### src/rtl/stack_ram_ctrl_pkg.sv
// Shared definitions for the stack CPU memory side: sequencer states and opcodes.
// Opcodes live here so the CPU and benches agree on one encoding.
package stack_ram_ctrl_pkg;

  localparam int ADDR_W = 5;
  localparam logic [ADDR_W-1:0] LAST_ADDR = 5'd31;

  typedef enum logic [1:0] {
    S_LOAD = 2'd0,
    S_IDLE = 2'd1,
    S_RUN  = 2'd2,
    S_DUMP = 2'd3
  } state_t;

  localparam logic [2:0] PUSH = 3'd0;
  localparam logic [2:0] POP  = 3'd1;
  localparam logic [2:0] ADD  = 3'd2;
  localparam logic [2:0] SUB  = 3'd3;
  localparam logic [2:0] MULT = 3'd4;

endpackage

### src/rtl/ram_32xn.sv
// Register-file RAM: one write port, one enabled registered read port.
// A read of the address written in the same cycle returns the new data.
module ram_32xn
  import stack_ram_ctrl_pkg::*;
#(
  parameter int N     = 8,
  parameter int DEPTH = 32
) (
  input  logic              clk,
  input  logic              reset,
  input  logic              we,
  input  logic [ADDR_W-1:0] waddr,
  input  logic [N-1:0]      wdata,
  input  logic              re,
  input  logic [ADDR_W-1:0] raddr,
  output logic [N-1:0]      rdata
);

  logic [N-1:0] mem [DEPTH];

  // Storage is deliberately left out of reset so images survive a reset.
  always_ff @(posedge clk) begin
    if (we) mem[waddr] <= wdata;
  end

  always_ff @(posedge clk or negedge reset) begin
    if (!reset) begin
      rdata <= '0;
    end else if (re) begin
      rdata <= (we && (waddr == raddr)) ? wdata : mem[raddr];
    end
  end

endmodule

### src/rtl/stack_ram_ctrl.sv
// Memory-side responder for the stack CPU: load image, run CPU, dump all words.
// One RAM port shared by loader, CPU and dump, arbitrated purely by sequencer state.
module stack_ram_ctrl
  import stack_ram_ctrl_pkg::*;
#(
  parameter int N     = 8,
  parameter int DEPTH = 32
) (
  input  logic              clk,
  input  logic              reset,
  input  logic              ram_w,
  input  logic [ADDR_W-1:0] ram_waddr,
  input  logic [N-1:0]      ram_wdata,
  input  logic [ADDR_W-1:0] ram_raddr,
  output logic [N-1:0]      ram_rdata,
  output logic              cpu_en,
  input  logic              load_valid,
  input  logic [N-1:0]      load_data,
  input  logic              load_last,
  output logic              load_ready,
  input  logic              start,
  input  logic              halt,
  output logic              dump_valid,
  output logic [N-1:0]      dump_data,
  output logic [ADDR_W-1:0] dump_addr,
  input  logic              dump_ready,
  output logic              busy
);

  state_t            state;
  logic [ADDR_W-1:0] ptr;
  logic              cpu_owns;
  logic [N-1:0]      cpu_hold;
  logic [N-1:0]      ram_q;

  logic              we;
  logic [ADDR_W-1:0] waddr;
  logic [N-1:0]      wdata;
  logic              re;
  logic [ADDR_W-1:0] raddr;
  logic              load_acc;

  assign load_acc = (state == S_LOAD) && load_valid && load_ready;

  assign we    = load_acc || ((state == S_RUN) && ram_w);
  assign waddr = (state == S_LOAD) ? ptr : ram_waddr;
  assign wdata = (state == S_LOAD) ? load_data : ram_wdata;

  // Dump prefetches the next word on each transfer so the stream has no bubbles.
  assign re    = (state == S_RUN) ||
                 ((state == S_DUMP) &&
                  (!dump_valid || (dump_ready && (dump_addr != LAST_ADDR))));
  assign raddr = (state == S_RUN) ? ram_raddr :
                 (dump_valid ? dump_addr + 5'd1 : '0);

  // The read register is reused by dump; cpu_hold keeps the CPU's last word visible.
  assign ram_rdata = cpu_owns ? ram_q : cpu_hold;
  assign dump_data = cpu_owns ? '0 : ram_q;

  ram_32xn #(
    .N     (N),
    .DEPTH (DEPTH)
  ) u_ram (
    .clk   (clk),
    .reset (reset),
    .we    (we),
    .waddr (waddr),
    .wdata (wdata),
    .re    (re),
    .raddr (raddr),
    .rdata (ram_q)
  );

  always_ff @(posedge clk or negedge reset) begin
    if (!reset) begin
      state      <= S_LOAD;
      ptr        <= '0;
      cpu_en     <= 1'b0;
      load_ready <= 1'b0;
      dump_valid <= 1'b0;
      dump_addr  <= '0;
      busy       <= 1'b0;
      cpu_owns   <= 1'b1;
      cpu_hold   <= '0;
    end else begin
      case (state)
        S_LOAD: begin
          busy       <= 1'b1;
          load_ready <= 1'b1;
          if (load_acc) begin
            if (load_last || (ptr == LAST_ADDR)) begin
              state      <= S_IDLE;
              ptr        <= '0;
              load_ready <= 1'b0;
              busy       <= 1'b0;
            end else begin
              ptr <= ptr + 5'd1;
            end
          end
        end
        S_IDLE: begin
          if (start) begin
            state  <= S_RUN;
            cpu_en <= 1'b1;
            busy   <= 1'b1;
          end
        end
        S_RUN: begin
          cpu_owns <= 1'b1;
          if (halt) begin
            state      <= S_DUMP;
            cpu_en     <= 1'b0;
            dump_valid <= 1'b0;
            dump_addr  <= '0;
          end
        end
        S_DUMP: begin
          if (cpu_owns) begin
            cpu_hold <= ram_q;
            cpu_owns <= 1'b0;
          end
          if (!dump_valid) begin
            dump_valid <= 1'b1;
            dump_addr  <= '0;
          end else if (dump_ready) begin
            if (dump_addr == LAST_ADDR) begin
              dump_valid <= 1'b0;
              dump_addr  <= '0;
              ptr        <= '0;
              state      <= S_LOAD;
              load_ready <= 1'b1;
            end else begin
              dump_addr <= dump_addr + 5'd1;
            end
          end
        end
        default: state <= S_LOAD;
      endcase
    end
  end

endmodule

### config.mk
export PLATFORM = sky130hd
export DESIGN_NAME = stack_ram_ctrl
export DESIGN_NICKNAME = d
export VERILOG_FILES = /design/src/rtl/stack_ram_ctrl_pkg.sv /design/src/rtl/ram_32xn.sv /design/src/rtl/stack_ram_ctrl.sv
export SDC_FILE = /design/constraint.sdc
export NUM_CORES = 1
export LEC_CHECK = 0
export ABC_AREA = 1
export BUFFER_PORTS_ARGS = -buffer_cell sky130_fd_sc_hd__buf_2
export CORE_ASPECT_RATIO = 0.9
export CORE_MARGIN = 5
export CORE_UTILIZATION = 40
export CTS_CLUSTER_SIZE = 25
export DETAILED_ROUTE_END_ITERATION = 8
export GPL_TIMING_DRIVEN = 0
export HOLD_SLACK_MARGIN = 0.03
export PLACE_DENSITY_LB_ADDON = 0.08
export SLEW_MARGIN = 20
export SYNTH_ARGS = -nofsm -noshare
export SYNTH_HDL_FRONTEND = slang
export SYNTH_SLANG_ARGS = --single-unit
### constraint.sdc
create_clock -name clk -period 2.9 [get_ports clk]
set_clock_uncertainty 0.2 [all_clocks]
set_input_delay 0.435 -clock clk [delete_from_list [all_inputs] [get_ports clk]]
set_output_delay 0.435 -clock clk [all_outputs]
set_load 0.05 [all_outputs]
==> metrics.txt, run 1 <==
status=complete, but fails checks; violated checks=negative setup slack; GP Congestion=0.907; ys async rst share=11.4%; Tmin final=2.90 ns; number of nets in the layout=1556; largest cells by area after synthesis=edfxtp_1 57%, nand3_1 10%, nand2_1 9.6%, inv_1 7.8%, dfrtp_1 5.9%; synthesis-to-layout area growth=17.5%; Clock Sinks=289; share of cells above drive strength 1=15.6%; Hold Fails Final Rpt=0; WHS Endpoint=u_ram.mem[10][1]; CTS tree=done; worst reg-to-reg setup slack=-0.001 ns; DRT Wirelength=42200 um; Hold Path Cell Cnt=3; initial antenna violation count=0; count leader, synth=nand2_1; first-pass GRT wire length=62000 um; total gr overflow=0; Die Footprint=37400 um^2; IO Pins=59; ys flop type=edfxtp_1; design area=15800 um^2; register area share after synthesis=63.2%; Initial Util=40.7%; hold slack final=0.0996 ns; worst min-delay path class=input port to flop; worst slew pin tran=0.818 ns; DPL Wire Length=29300 um; CP Cell Sequence=inv_1 > ha_1 > buf_2 > o21ai_1 > nand3_1 > nor2_2; number of vias per cell=5.07; final max-slew violation count=0; area leader, netlist=edfxtp_1; Syn Inst Count=1409; max cap viols=0; data arrival time of the worst path=2.92 ns; Max Buffers Root-to-Sink=3; Critical R2R Launch=state[0]; crit-path max cell delay=0.54 ns; Setup CP Type=flop to flop; CTS root buf=clkbuf_16; # setup viols final=3; Net Count, Synth=1451; row count=63; port buffer count=58; largest net degree at the start of global routing=34; Slew HR=45.5%; CP Data Required Time=2.91 ns; number of synthesized flops with an enable pin=256; Avg Cell Area, Syn=9.56 um^2; TritonCTS Buffers=31; number of distinct library cells after synthesis=40; crit end category=flop; CTS HTree Levels=1; chip height=184 um; Yosys reg bits=289; worst-skew pair later-pin latency=0.58 ns; vias in the first global route=9598; Synth top area share=57.1%; DR vias=9936; type of origin of the critical path=flop; worst r2r dst=u_ram.mem[28][1]; final antenna-violating net count=0; worst hold start=ram_wdata[1]; pwr dens=1120 nW/um^2; 1st-iter DRT viols=965; WL/cell=21.5 um; Post-Syn Area=13500 um^2; peak supply drop=0.000875 V; FF-to-FF path depth=6; Critical-path top delay cell=nor2_2; Global Route Usage Sum=22.5%; Core ar.=33100 um^2; slack of the critical path=-0.00122 ns; # DRC=0; crit-path max FO=10; Diodes inserted=0; die width=203 um; placed inst area=14300 um^2; leak pwr=6.85 nW; Clk pin slew, worst setup/hold paths=0.06 ns; RSZ-0062 raised after global routing=yes; commonest cells in the netlist=346 x nand2_1, 281 x inv_1, 270 x nand3_1, 256 x edfxtp_1, 58 x nor2_1; Yosys warnings=0; final period utilization=100%; FMAX=345 MHz; first-pass detailed-route iteration total=5
## worst max-delay path: cells and delay by family, from the launching register on
kind / cells / cell delay [ns]
AO/OA/AOI/OAI: 1 / 0.53
buffers and inverters: 2 / 0.26
flip-flops: 1 / 0.37
adder cells (fa/ha/maj): 1 / 0.22
AND/OR/NAND/NOR: 2 / 0.96
## stage by stage
step / TNS, ns / setup slack [ns] / power, mW / util, % / instances
finish: -0.00336 / -0.00122 / 17.7 / 47.8 / 1959
global route: -24.14 / -0.179 / 18.7 / 47.8 / 1959
CTS: -25.91 / -0.237 / 17.4 / 46.7 / 1953
detailed placement: -47.39 / -0.495 / 13.6 / 43.3 / 1891
global placement: -97.64 / -0.483 / 13.5 / 43.1 / 1889
floorplan: 0 / 0.174 / 10.4 / - / 1409
## how the worst max path moves through the flow
| stage | startpoint | endpoint | slack [ns] | cells after the start |
|---|---|---|---|---|
| after floorplan | dump_addr[1] | u_ram.rdata[0] | 0.17 | 17 |
| after global placement | state[0] | u_ram.rdata[0] | -0.48 | 16 |
| after detailed placement | state[0] | u_ram.rdata[0] | -0.50 | 16 |
| after CTS | state[0] | u_ram.mem[31][1] | -0.24 | 7 |
| after global routing | state[0] | u_ram.mem[28][6] | -0.18 | 6 |
| final | state[0] | u_ram.mem[28][1] | -0.001 | 6 |
## cell usage in the layout, fill, tap and decap left out, types with 4 or more instances in the layout
cell,n
nand3_1,254
inv_2,8
buf_12,5
inv_1,275
o21ai_1,8
nand3_2,16
clkbuf_4,12
nand4_1,4
dfrtp_1,31
nor2_2,10
clkinv_1,11
a21oi_1,8
clkbuf_2,12
nor2_4,25
nor2_1,25
nand2_1,342
o21ai_0,31
dlygate4sd3_1,4
buf_4,15
edfxtp_1,256
clkbuf_16,31
buf_2,65
clkbuf_1,14
o22ai_1,4
ha_1,8
nand3b_1,6
nand2_4,7
mux2i_1,6
buf_6,11
## cell type report
| type | count | area [um^2] |
|---|---|---|
| Fill cell | 3171 | 17300 |
| Sequential cell | 289 | 8520 |
| Multi-Input combinational cell | 774 | 3880 |
| Inverter | 287 | 1090 |
| Clock buffer | 40 | 810 |
| Tap cell | 422 | 528 |
| Timing Repair Buffer | 72 | 468 |
| Buffer | 59 | 432 |
| Clock inverter | 16 | 98.8 |
## report_power, final
part | switching, mW | internal, mW | leakage [nW]
clock network | 1.62 | 2.04 | 0.439
logic | 6.36 | 2.26 | 3.69
registers | 0.168 | 5.29 | 2.72
total | 8.14 | 9.59 | 6.85
## registers in the layout, indices dropped and copies added (netlist names)
signal and flops:
u_ram.mem 256, cpu_hold 8, u_ram.rdata 8, dump_addr 5, ptr 5, state 2, busy 1, cpu_en 1
cpu_owns 1, dump_valid 1, load_ready 1
## timing repair
item,CTS,global route
endpoints found under the setup margin,264,311
pin swaps,1,5
hold endpoints to repair,35,0
cloned,0,0
gates resized for setup,60,91
buffers inserted,2,6
hold buffers,4,0
## logic make-up (layout without fill, tap and decap cells)
family | Yosys count | after routing | share of synthesized area (%)
adders and majority gates | 8 | 8 | 0.743
xor gates and xnor gates | 1 | 1 | 0.0650
muxes | 6 | 6 | 0.446
DFF | 289 | 289 | 63.2
buffers and inverters | 346 | 474 | 10.3
and+or+nand+nor | 699 | 699 | 22.7
AOI/OAI and AO/OA | 60 | 60 | 2.54
## metal layers
metal	up-vias	wire length (um)	global-route usage, %
met1	4789	18900	32.5
met2	283	19200	34.7
met3	81	2880	4.41
li1	4783	-	-
met5	-	0	0
met4	0	1260	7.04
(Power assumes the default switching activity.)
==> inputs of run 2 (changes only) <==
--- a/config.mk
+++ b/config.mk
@@ -15,6 +15,7 @@
 export GPL_TIMING_DRIVEN = 0
 export HOLD_SLACK_MARGIN = 0.03
 export PLACE_DENSITY_LB_ADDON = 0.08
+export SKIP_CTS_REPAIR_TIMING = 1
 export SLEW_MARGIN = 20
 export SYNTH_ARGS = -nofsm -noshare
 export SYNTH_HDL_FRONTEND = slang
==> run 2 against run 1 <==
- the run now ends clean
- sequential power about the same
- largest cell class unchanged
- die area stayed put
- non-clock buffer count up 2
- critical endpoint is now u_ram.rdata[5]
- worst setup slack improved by 0.11 ns
- fmax up 4.1%
- critical path type unchanged
- via count up 1.3%
==> metrics.txt, run 2 (same netlist as run 1, synthesis figures left out) <==
Hold Fails Final Rpt=0; most frequent cells in the layout=341 x nand2_1, 275 x inv_1, 256 x edfxtp_1; TritonCTS Buffers=31; first-pass detailed-route iteration total=5; CTS tree=done; Clk pin slew, worst setup/hold paths=0.06 ns; row count=63; vias in the first global route=9529; die width=203 um; GP Congestion=0.907; total gr overflow=0; initial antenna violation count=0; peak supply drop=0.000880 V; # DRC=0; Fill cells=3146; final period utilization=96.1%; commonest non-fill, non-tap cell in the layout=nand2_1; largest net degree at the start of global routing=34; top sig layer=met4; RSZ-0062 raised after global routing=yes; CP Cell Sequence=inv_1 > ha_1 > buf_6 > inv_4 > nand3_4 > nand2_8 > buf_6 > buf_4 > nand2_1 > nand3_1 > nand3_1 > nand3_1 > nand3_1 > nand3_1 > a21oi_1; DPL Wire Length=29300 um; WL/cell=21.7 um; worst slew pin tran=0.828 ns; max FFs per register=256; most frequent CP cell=nand3_1; 1st-iter DRT viols=942; type of origin of the critical path=flop; share of cells above drive strength 1=16.4%; Core ar.=33100 um^2; Setup CP Type=flop to flop; crit-path max FO=10; CTS HTree Levels=1; final max-slew violation count=0; Top Registers=u_ram.mem (256), cpu_hold (8), u_ram.rdata (8); pwr dens=1120 nW/um^2; number of nets in the layout=1558; number of vias per cell=5.13; synthesis-to-layout area growth=19.1%; Max Buffers Root-to-Sink=3; Diodes inserted=0; met3 WL=3070 um; Critical-path top delay cell=dfrtp_1; crit end category=flop; status=finished, final reports clean; Die Footprint=37400 um^2; worst-skew pair later-pin latency=0.58 ns; FMAX=359 MHz; IO Pins=59; DR vias=10068; met2 routed WL=19700 um; final antenna-violating net count=0; Slew HR=44.8%; Core Util, Final=48.5%; Clock Sinks=289; Initial Util=40.7%; Tmin final=2.79 ns; hold slack final=0.0206 ns; # setup viols final=0; leak pwr=6.90 nW; Biggest register=u_ram.mem; port buffer count=58; DRT Wirelength=42500 um; CP Data Required Time=3.16 ns; Global Route Usage Sum=22.5%; chip height=184 um; max cap viols=0; CTS root buf=clkbuf_16; worst min-delay path class=input port to flop; DRT met1 WL=18800 um; first-pass GRT wire length=61900 um; data arrival time of the worst path=3.05 ns; crit-path max cell delay=0.37 ns
-- run 2: layout make-up --
| cell class | count | area (um^2) | area share [%] |
|---|---|---|---|
| Clock buffer | 40 | 810 | 5.05 |
| Multi-Input combinational cell | 774 | 4010 | 25.0 |
| Inverter | 287 | 1090 | 6.78 |
| Tap cell | 422 | 528 | 3.29 |
| Clock inverter | 16 | 98.8 | 0.616 |
| Buffer | 57 | 417 | 2.60 |
| Sequential cell | 289 | 8520 | 53.1 |
| Timing Repair Buffer | 76 | 571 | 3.56 |
-- run 2: metal layers --
metal  vias up  global-route usage [%]
met5         -                       0
met4         0                    6.23
met3        65                    4.52
met2       318                    34.9
met1      4891                    32.4
li1       4794                       -
-- run 2: worst paths after layout --
check,startpoint,end,slack (ns),depth (start not counted)
min in group asynchronous,reset,cpu_hold[5],0.29,2
max,state[0],u_ram.rdata[5],0.11,15
max reg2reg,state[0],u_ram.rdata[5],0.11,15
max in group asynchronous,reset,dump_addr[0],1.66,2
min,load_last,ptr[3],0.02,4
min reg2reg,busy,busy,0.31,2
-- run 2: worst max-delay path: cells and delay by family, from the launching register on --
| family | cells | cell delay (ns) |
|---|---|---|
| fa+ha+maj | 1 | 0.20 |
| simple gates | 8 | 1.06 |
| buf+inv | 5 | 0.73 |
| compound gates | 1 | 0.08 |
| flops | 1 | 0.37 |
-- run 2: power by group --
| group | switching [mW] | internal (mW) |
|---|---|---|
| Clock | 1.62 | 2.04 |
| Sequential | 0.168 | 5.29 |
| Combinational | 6.50 | 2.32 |
| Total | 8.29 | 9.64 |
-- run 2: metrics by stage --
stage / instance area [um^2] / instances / power [mW] / setup WS [ns] / TNS (ns)
4_1_cts: 15200 / 1947 / 17.2 / -0.524 / -50.58
2_1_floorplan: 13500 / 1409 / 10.4 / 0.174 / 0
6_report: 16000 / 1961 / 17.9 / 0.113 / 0
3_5_place_dp: 14300 / 1891 / 13.6 / -0.495 / -47.39
3_3_place_gp: 14300 / 1889 / 13.5 / -0.483 / -97.64
5_1_grt: 16000 / 1961 / 18.9 / -0.0188 / -0.0928
==> inputs of run 3 (changes only) <==
==> constraint.sdc (replaced) <==
create_clock -name clk -period 2.4 [get_ports clk]
set_clock_uncertainty 0.2 [all_clocks]
set_input_delay 0.36 -clock clk [delete_from_list [all_inputs] [get_ports clk]]
set_output_delay 0.36 -clock clk [all_outputs]
set_load 0.05 [all_outputs]
==> run 3 against run 2 <==
- the flow now finishes with violations (negative setup slack)
- power is 32% higher
- final cell count is 2.5% higher
- sequential share of layout area is 4.3 points lower
- worst setup slack worse by 0.22 ns
- via count is 4.2% higher
- fmax is 11% higher
- critical path type unchanged
- largest cell class unchanged
==> metrics.txt, run 3 (same netlist as run 1, synthesis figures left out) <==
DRT Wirelength=43300 um; initial antenna violation count=2; 1st-iter DRT viols=994; violated checks=negative setup slack; crit end category=flop; Biggest register=u_ram.mem; # DRC=0; die width=203 um; final antenna-violating net count=0; pwr dens=1360 nW/um^2; Sw Share=45.3%; CTS HTree Levels=1; Critical R2R Launch=state[1]; worst min-delay path class=input port to flop; crit-path max FO=10; Diodes inserted=0; port buffer count=58; max FFs per register=256; CTS tree=done; # setup viols final=110; total gr overflow=0; Clk pin slew, worst setup/hold paths=0.06 ns; number of vias per cell=5.22; number of nets in the layout=1609; Setup WS pre-CTS=-1.02 ns; first-pass GRT wire length=61200 um; Hold Fails Final Rpt=0; CP Cell Sequence=ha_4 > buf_12 > clkinv_8 > nand3_4 > nand2_8 > buf_12 > buf_6 > nand2_1 > nand3_1 > nand3_2 > nand3_1 > nand3_1 > nand3_2 > a21oi_1; Initial Util=40.7%; Die Footprint=37400 um^2; PnR Total Power=23.8 mW; Slew HR=45.3%; GP Congestion=0.860; first-pass detailed-route iteration total=5; final max-slew violation count=0; status=complete, but fails checks; Core ar.=33100 um^2; data arrival time of the worst path=2.76 ns; row count=63; crit-path max cell delay=0.42 ns; Tmin final=2.51 ns; clock share of power=18.9%; worst-skew pair later-pin latency=0.56 ns; DR vias=10488; IO Pins=59; most frequent cells in the layout=328 x nand2_1, 270 x inv_1, 256 x edfxtp_1; Max Buffers Root-to-Sink=3; met2 routed WL=19800 um; type of origin of the critical path=flop; Sequential Power Share=27.8%; TritonCTS Buffers=31; met3 WL=3710 um; DPL Wire Length=28600 um; combinational share of power=53.3%; Setup CP Type=flop to flop; CP Data Required Time=2.65 ns; Top Registers=u_ram.mem (256), cpu_hold (8), u_ram.rdata (8); share of cells above drive strength 1=24.5%; FMAX=398 MHz; Critical-path top delay cell=dfrtp_1; most frequent CP cell=nand3_1; vias in the first global route=9352; max cap viols=0; synthesis-to-layout area growth=29.7%; Psw=10.8 mW; DRT met1 WL=18700 um; top sig layer=met4; worst slew pin tran=0.820 ns; P_int=13.0 mW; leak pwr=7.49 nW; slack of the critical path=-0.112 ns; CTS root buf=clkbuf_16; Clock Sinks=289; peak supply drop=0.00131 V; WL/cell=21.6 um; chip height=184 um; Global Route Usage Sum=22.1%; RSZ-0062 raised after global routing=yes; Worst setup startpoint=state[1]; worst hold start=load_valid; largest net degree at the start of global routing=34; final period utilization=105%; commonest non-fill, non-tap cell in the layout=nand2_1
[run 3: cell count changes in the layout (fill, tap and decap cells not counted), moves of 10 or more]
| cell | change |
|---|---|
| buf_12 | +24 |
| buf_2 | -10 |
| buf_4 | +32 |
| clkbuf_2 | -10 |
| nand2_1 | -13 |
| nand3_1 | -54 |
| nand3_2 | +50 |
[run 3: path summary, 6_finish.rpt]
check | slack, ns | depth (start not counted) | endpoint
max in group asynchronous | 1.19 | 2 | dump_addr[0]
worst min-delay path | 0.13 | 4 | load_ready
worst max-delay path | -0.11 | 14 | u_ram.rdata[6]
worst max register to register | -0.11 | 14 | u_ram.rdata[6]
min in group asynchronous | 0.23 | 2 | cpu_hold[3]
worst min register to register | 0.32 | 2 | cpu_hold[1]
[run 3: final cells by class]
type	instances	area, um^2
Fill cell	3021	15600
Timing Repair Buffer	123	1190
Inverter	287	1110
Sequential cell	289	8520
Multi-Input combinational cell	776	4540
Clock buffer	40	810
Clock inverter	14	113
Buffer	59	652
Tap cell	422	528
[run 3: power by group through the flow]
stage | Clock [mW] | Combinational (mW) | Sequential (mW)
after CTS | 4.56 | 9.61 | 6.61
final | 4.49 | 12.7 | 6.60
after global routing | 4.79 | 13.6 | 6.64
after global placement | 0 | 9.51 | 6.73
after detailed placement | 0 | 9.58 | 6.71
after floorplan | 0 | 5.82 | 6.78
[run 3: routing by layer]
| metal | global-route usage, % | vias to the layer above |
|---|---|---|
| li1 | - | 4887 |
| met1 | 33.2 | 5109 |
| met2 | 33.3 | 421 |
| met3 | 4.15 | 71 |
| met4 | 5.34 | 0 |
| met5 | 0 | - |
[run 3: worst max-delay path, delay by kind of cell (launching register included)]
| family | cells | cell delay [ns] |
|---|---|---|
| AO/OA/AOI/OAI | 1 | 0.06 |
| adder cells (fa/ha/maj) | 1 | 0.18 |
| buffers and inverters | 4 | 0.52 |
| flip-flops | 1 | 0.42 |
| AND/OR/NAND/NOR | 8 | 1.01 |
[run 3: stage by stage]
step,util (%),hold slack [ns],instances,cell area (um^2),TNS [ns]
detailed placement,43.3,0.297,1890,14300,-231.44
floorplan,-,-0.136,1409,13500,-0.560
global route,52.7,0.127,2010,17500,-24.73
finish,52.7,0.132,2010,17500,-6.78
global placement,43.2,0.286,1889,14300,-344.92
CTS,46.1,-0.305,1944,15300,-235.09
